[src/rtl/viterbi_traceback.sv]
// Viterbi traceback unit.
// Walks the survivor RAM backwards from (i_start_page, i_start_state).
// The first TB_LEN steps are a training window with no output. The next
// DEC_LEN steps produce decoded bits, which are buffered and then emitted
// oldest-first. Each step takes two cycles: RD issues the read, CAP consumes
// the synchronous RAM data.
// Ports:
//   i_clk, i_rst          clock, asynchronous active-high reset
//   i_start               trace request (sampled in IDLE only)
//   i_start_page          newest survivor page to trace from
//   i_start_state         best-metric state at i_start_page
//   o_ram_rd, o_ram_addr  survivor RAM read strobe / {page, state row}
//   i_ram_data            RAM word, valid the cycle after o_ram_rd
//   o_decoded_bit/valid   decoded bit stream, oldest bit first
//   o_done                high together with the last decoded bit
//   o_busy                high from start acceptance until back in IDLE
module viterbi_traceback #(
  parameter int WD_FSM      = 6,
  parameter int WD_DEPTH    = 4,
  parameter int WD_RAM_DATA = 8,
  parameter int TB_LEN      = 8,
  parameter int DEC_LEN     = 4
) (
  input  logic                                              i_clk,
  input  logic                                              i_rst,
  input  logic                                              i_start,
  input  logic [WD_DEPTH-1:0]                               i_start_page,
  input  logic [WD_FSM-1:0]                                 i_start_state,
  output logic                                              o_ram_rd,
  output logic [WD_DEPTH+WD_FSM-$clog2(WD_RAM_DATA)-1:0]    o_ram_addr,
  input  logic [WD_RAM_DATA-1:0]                            i_ram_data,
  output logic                                              o_decoded_bit,
  output logic                                              o_decoded_valid,
  output logic                                              o_done,
  output logic                                              o_busy
);
  localparam int SELW = $clog2(WD_RAM_DATA);
  localparam int N    = TB_LEN + DEC_LEN;
  localparam int KW   = (N > 1) ? $clog2(N) : 1;
  localparam int OW   = (DEC_LEN > 1) ? $clog2(DEC_LEN) : 1;
  localparam int AW   = WD_DEPTH + WD_FSM - SELW;

  typedef enum logic [1:0] {S_IDLE, S_RD, S_CAP, S_OUT} state_t;

  state_t               r_fsm;
  logic [WD_FSM-1:0]    r_cur;
  logic [WD_DEPTH-1:0]  r_page;
  logic [KW-1:0]        r_k;
  logic [OW-1:0]        r_oc;
  logic [DEC_LEN-1:0]   r_buf;
  logic                 r_ram_rd;
  logic [AW-1:0]        r_ram_addr;
  logic                 r_bit;
  logic                 r_valid;
  logic                 r_done;
  logic                 r_busy;

  logic                 w_s;
  logic [WD_FSM-1:0]    w_nxt;
  logic [WD_DEPTH-1:0]  w_page_nxt;
  logic [OW-1:0]        w_widx;
  logic [OW-1:0]        w_oc_nxt;
  logic                 w_last;
  logic                 w_in_dec;

  // Survivor bit for the current state, then shift it in as the predecessor LSB.
  assign w_s        = i_ram_data[r_cur[SELW-1:0]];
  assign w_nxt      = {r_cur[WD_FSM-2:0], w_s};
  assign w_page_nxt = r_page - 1'b1;
  assign w_widx     = OW'(r_k - KW'(TB_LEN));
  assign w_oc_nxt   = r_oc - 1'b1;
  assign w_last     = (r_k == KW'(N - 1));
  assign w_in_dec   = (r_k >= KW'(TB_LEN));

  always_ff @(posedge i_clk or posedge i_rst) begin
    if (i_rst) begin
      r_fsm      <= S_IDLE;
      r_cur      <= '0;
      r_page     <= '0;
      r_k        <= '0;
      r_oc       <= '0;
      r_buf      <= '0;
      r_ram_rd   <= 1'b0;
      r_ram_addr <= '0;
      r_bit      <= 1'b0;
      r_valid    <= 1'b0;
      r_done     <= 1'b0;
      r_busy     <= 1'b0;
    end else begin
      case (r_fsm)
        S_IDLE: begin
          if (i_start) begin
            r_cur      <= i_start_state;
            r_page     <= i_start_page;
            r_k        <= '0;
            r_ram_rd   <= 1'b1;
            r_ram_addr <= {i_start_page, i_start_state[WD_FSM-1:SELW]};
            r_busy     <= 1'b1;
            r_fsm      <= S_RD;
          end
        end
        S_RD: begin
          r_ram_rd <= 1'b0;
          r_fsm    <= S_CAP;
        end
        S_CAP: begin
          if (w_in_dec) r_buf[w_widx] <= r_cur[WD_FSM-1];
          r_cur  <= w_nxt;
          r_page <= w_page_nxt;
          r_k    <= r_k + 1'b1;
          if (w_last) begin
            // Oldest buffered bit is the one being written this cycle, so
            // present it straight from r_cur rather than from r_buf.
            r_oc    <= OW'(DEC_LEN - 1);
            r_valid <= 1'b1;
            r_bit   <= r_cur[WD_FSM-1];
            r_done  <= (DEC_LEN == 1);
            r_fsm   <= S_OUT;
          end else begin
            r_ram_rd   <= 1'b1;
            r_ram_addr <= {w_page_nxt, w_nxt[WD_FSM-1:SELW]};
            r_fsm      <= S_RD;
          end
        end
        S_OUT: begin
          if (r_oc == '0) begin
            r_valid <= 1'b0;
            r_done  <= 1'b0;
            r_bit   <= 1'b0;
            r_busy  <= 1'b0;
            r_fsm   <= S_IDLE;
          end else begin
            r_oc   <= w_oc_nxt;
            r_bit  <= r_buf[w_oc_nxt];
            r_done <= (w_oc_nxt == '0);
          end
        end
        default: r_fsm <= S_IDLE;
      endcase
    end
  end

  assign o_ram_rd        = r_ram_rd;
  assign o_ram_addr      = r_ram_addr;
  assign o_decoded_bit   = r_bit;
  assign o_decoded_valid = r_valid;
  assign o_done          = r_done;
  assign o_busy          = r_busy;
endmodule

[config.mk]
export PLATFORM = sky130hd
export DESIGN_NAME = viterbi_traceback
export DESIGN_NICKNAME = d
export VERILOG_FILES = /design/src/rtl/viterbi_traceback.sv
export SDC_FILE = /design/constraint.sdc
export NUM_CORES = 1
export LEC_CHECK = 0
export ABC_AREA = 1
export CORE_MARGIN = 1.5
export CORE_UTILIZATION = 54
export DETAILED_ROUTE_END_ITERATION = 8
export PLACE_DENSITY = 0.82
export SKIP_CTS_REPAIR_TIMING = 1
export SLEW_MARGIN = 0
export SYNTH_ARGS = -nofsm -noshare
export SYNTH_HDL_FRONTEND = slang
export SYNTH_SLANG_ARGS = --single-unit
[constraint.sdc]
create_clock -name i_clk -period 2.4 [get_ports i_clk]
set_input_delay 0.48 -clock i_clk [delete_from_list [all_inputs] [get_ports i_clk]]
set_output_delay 0.48 -clock i_clk [all_outputs]
set_load 0.02 [all_outputs]
Yosys cells after proc, flatten, opt, wreduce, memory -nomap -nowiden:

Index checks and enable logic that the tools add are counted.

* register bits: 34
* input port bits: 21
* output and inout port bits: 12
* word-level logic and storage cells: 83

* add/subtract/negate cells: 4
* order comparisons: 5
* eq/ne operators: 9
* multiplexer cells: 36
* reductions and logical operators: 17

Operators with widths (count)
* 4-bit one-hot mux with 2 select lines: 2
* 3-bit AND reduction: 5
* 7-bit 2-to-1 mux: 2
* 7-bit one-hot mux with 2 select lines: 1
* 6-bit one-hot mux with 2 select lines: 1
* 1-bit 2-to-1 mux: 11
* 2-bit 2-to-1 mux: 5
* 2-bit != test (second input constant): 5
* 4-bit 2-to-1 mux: 2
* 1-bit one-hot mux with 2 select lines: 4
* 2-bit one-hot mux with 4 select lines: 1
* 2-bit AND reduction: 4
* 2-bit logical NOT: 3
* 2-bit by 3-bit < comparator with 1-bit output (second input constant): 2
* 6-bit 2-to-1 mux: 1
* 2-bit nonzero test: 3
* 4-bit by 1-bit adder with 4-bit output (second input constant): 1
* 4-bit bitwise mux: 1
* 2-bit == test (second input constant): 2
* 4-bit == test (second input constant): 1
* 4-bit greater-or-equal comparator (second input constant): 1
* 3-bit by 4-bit < comparator with 1-bit output (second input constant): 1
* 2-bit one-hot mux with 2 select lines: 1
* 2-bit by 1-bit subtractor with 2-bit output (second input constant): 2
* 9 further kinds: 9

Depth between registers and ports, before layout:

* depth in word-level cells: 6
* depth in mapped cells: 8

Least setup slack after synthesis:

OpenSTA, ideal clock, no wires.

* kind: register to register
* start point: register r_oc[0]
* end point: register r_bit, in the netlist o_decoded_bit
* setup time: 0.077 ns
* arrival: 1.136 ns
* data required time: 2.323 ns
* path slack: 1.187 ns
* cell stages (with the launch flop): 8
* period minus slack after synthesis: 1.213 ns
* cells stage by stage: dfrtp_1 -> inv_1 -> ha_1 -> nor2_1 -> o21ai_0 -> nand2_1 -> nand2_1 -> a21oi_1

* word-level cells in the longest chain between the ends: 5
* elaborated cells between the ends (all ways): 6
* those cells by class: add/sub (1); mux (4); reduce/logical (1)

RTL lines
* start, declared: line 49 `logic [OW-1:0] r_oc;`
* start signal, assigned: line 114 `r_oc <= OW'(DEC_LEN - 1);`
* start signal, assigned: line 133 `r_oc <= w_oc_nxt;`
* 2-bit by 1-bit subtractor with 2-bit output: line 71 `assign w_oc_nxt = r_oc - 1'b1;`
* 1-bit binary-select mux with 2-bit select: line 134 `r_bit <= r_buf[w_oc_nxt];`
* 1-bit 2-to-1 mux (implied by the code): line 134
* 1-bit 2-to-1 mux (*): line 126 `if (r_oc == '0) begin`
* 1-bit one-hot mux with 2 select lines (*): line 90 `case (r_fsm)`
* end signal, assigned: line 116 `r_bit <= r_cur[WD_FSM-1];`
* end signal, assigned: line 134
* end, declared: line 53 `logic r_bit;`

Every way passes the cells marked *; elsewhere a longest branch is shown, timed or not. The select of a mux whose other input is x is not followed.
A chain may end at the register's enable or synchronous reset.

Worst setup path in the final report:

* start point: register r_busy, in the netlist o_busy
* end point: output o_busy

RTL lines
* start, declared: line 56 `logic r_busy;`
* start signal, assigned: line 88 `r_busy <= 1'b0;`
* start signal, assigned: line 98 `r_busy <= 1'b1;`
* start signal, assigned: line 130 `r_busy <= 1'b0;`
* end, declared: line 35 `output logic o_busy`

No word-level cell between the ends.

==> impl_metrics.ini <==
[power]
p_per_area_nw_per_um2 = 1246
p_leak_nw = 1.090
peakVddDrop_v = 0.0004848

[worst_setup_path]
path_delay_family = buffers and inverters
path_cells = clkdlybuf4s50_1
crit_path_start_kind = register
required_ns = 1.92
path_buf_inv = 1
slowest_stage = clkdlybuf4s50_1
crit_fanout = 2
arrival_ns = 1.31
crit_type = register to output pin
slowest_delay_ns = 0.61
end_kind = output pin

[clocking]
cts-root-buf = clkbuf_4
tritoncts = built
h-tree-depth = 2
clockBufferDepth = 2
clock-sinks = 34
clkLatencyLatePin_ns = 0.34
path_clk_slew_ns = 0.10
cts_made_buffers = 5

[detailed_routing]
top_layer_used = met4
dr.pass1.iters = 4
dr_total_vias = 1492
wl_per_cell_um = 11.23
ant_nets = 0
m1WireLength_mm = 1.633
drt-total-wl_mm = 3.390
viasPerCell = 4.940
met2WireLength_mm = 1.530
route.met3.wl_um = 174
drcViolationCount = 0
drt-initial-drc-count = 64

[yosys]
synthAdderAreaFrac = 0.04821
yosys.area_share.simple = 0.2658
yosysTopAreaCell = dfrtp_1
ys_async_sr_fraction = 1.000
synthTopCellsByCount = nand2_1 (70), dfrtp_1 (34), inv_1 (28)
synthFlopType = dfrtp_1
synth_nets = 249
netlist_top_cells_area = dfrtp_1 (47%), nand2_1 (14%), inv_1 (5.8%)
postSynthAreaPerCell_um2 = 8.221
synth_seq_area_share = 0.4683
synth-compound-area-share = 0.1164
yosysMostFrequentCell = nand2_1
synth_cell_type_count = 25
ys_seq_elements = 34
syn_inst = 221
synth_top_family_by_area = simple AND/OR/NAND/NOR gates
synth-edff-count = 0
syn-cell-area_um2 = 1817
synth_xor_area_frac = 0.004821
synth_top_area_frac = 0.4683
synthMuxAreaShare = 0
yosysWarnings = 0

[die]
fp.dieW_um = 61
dieArea_um2 = 3721
rows = 20
die_y_um = 61
start_util = 0.5808
ioPinCount = 33
core_area_um2 = 3128

[global_route]
globalRouteOverflowTotal = 0
grt_pass1_wl_mm = 5.906
grt_pass1_vias = 1384
grt_max_degree = 35
grt_usage = 0.2147
antenna_found_initial = 0

[cells_and_area]
final_cells = 302
antenna_cells = 0
layout.nets = 285
syn_to_final_growth_pct = 22.86
drive_gt1_frac = 0.1047
nFillCells = 270

[sta]
final-setup-viol-count = 0
tns_ns = 0
slew_headroom = 0.7119
worst_pin_slew_ns = 0.4322
report.final.slew_viol_count = 0
period_share = 0.7475
post-route-min-period_ns = 1.794
fmax_ghz = 0.5574
skew_ns = 0.003842
rsz0062_at_grt = no
hold_viol_final = 0
finalHoldWorstSlack_ns = 0.4832

[placement]
routabilityCongestion = 0.7759
dp_hpwl_mm = 2.578
port_buffers = 32
dp.cells = 294

[run]
max-cap-violations = 0

[run_status]
status = finished, final reports clean

[min_path]
hp-class = register to register
[final timing paths]
kind	startpoint	slack, ns	cells after the start	endpoint
worst min-delay path	o_ram_rd	0.48	2	o_ram_rd
min in group asynchronous	i_rst	0.52	3	o_ram_addr[4]
worst max-delay path	o_busy	0.61	1	o_busy
max in group asynchronous	i_rst	1.58	3	r_page[3]
worst max register to register	r_fsm[1]	0.88	6	r_cur[2]
worst min register to register	o_ram_rd	0.48	2	o_ram_rd
[worst register-to-register path, delay by kind of cell, from the launching register on]
kind / cells / cell delay [ns]
AOI/OAI and AO/OA: 2 / 0.26
buffers and inverters: 1 / 0.28
DFF: 1 / 0.62
and+or+nand+nor: 3 / 0.29
[cell usage in the layout (no fill, tap or decap), drive strengths merged]
| cell type | instances |
|---|---|
| nand2 | 74 |
| dfrtp | 34 |
| clkdlybuf4s50 | 32 |
| inv | 31 |
| o21ai | 25 |
| nor2 | 15 |
| nand3 | 15 |
| a21oi | 7 |
| ha | 7 |
| clkbuf | 5 |
| o211ai | 4 |
| clkinv | 3 |
| nand4 | 1 |
| or2 | 1 |
| a31oi | 1 |
| xnor2 | 1 |
| bufinv | 1 |
| buf | 1 |
[cell families (layout without fill, tap and decap cells)]
kind of cell | Yosys count | count (layout)
AND/OR/NAND/NOR | 106 | 106
AO/OA/AOI/OAI | 37 | 37
buffers and inverters | 36 | 73
flip-flops | 34 | 34
adder cells (fa/ha/maj) | 7 | 7
XOR/XNOR | 1 | 1
[final cells by class]
class,instances,area (um^2),share of cell area
Inverter,32,130.1,0.05830
Tap cell,44,55.05,0.02466
Clock inverter,3,40.04,0.01794
Multi-Input combinational cell,151,790.8,0.3543
Clock buffer,5,37.54,0.01682
Sequential cell,34,850.8,0.3812
Timing Repair Buffer,33,327.8,0.1469
[through the flow]
step	power [mW]	utilization	area, um^2	setup slack, ns
floorplan	2.042	-	1817	1.172
global placement	2.343	0.6888	2155	0.6688
detailed placement	2.396	0.6888	2155	0.6078
CTS	2.803	0.7136	2232	0.5894
global route	3.041	0.7136	2232	0.5457
finish	2.780	0.7136	2232	0.6060
[state kept, by name, summed over array words and instances, names as in the netlist]
register,flops
o_ram_rd,1
r_page,4
r_buf,4
o_ram_addr,7
r_oc,2
r_cur,6
o_done,1
r_k,4
o_decoded_valid,1
o_busy,1
o_decoded_bit,1
r_fsm,2
[where the power goes]
group          total [mW]  switching, mW  internal [mW]
clock               0.405          0.189          0.216
sequential          0.992          0.186          0.806
combinational        1.38          0.843          0.540
[layer usage]
layer / global-route usage / vias up
met2: 0.3303 / 41
met4: 0.08075 / 0
met1: 0.2911 / 673
met5: 0 / -
met3: 0.05757 / 5
li1: - / 773
(Power assumes the default switching activity.)
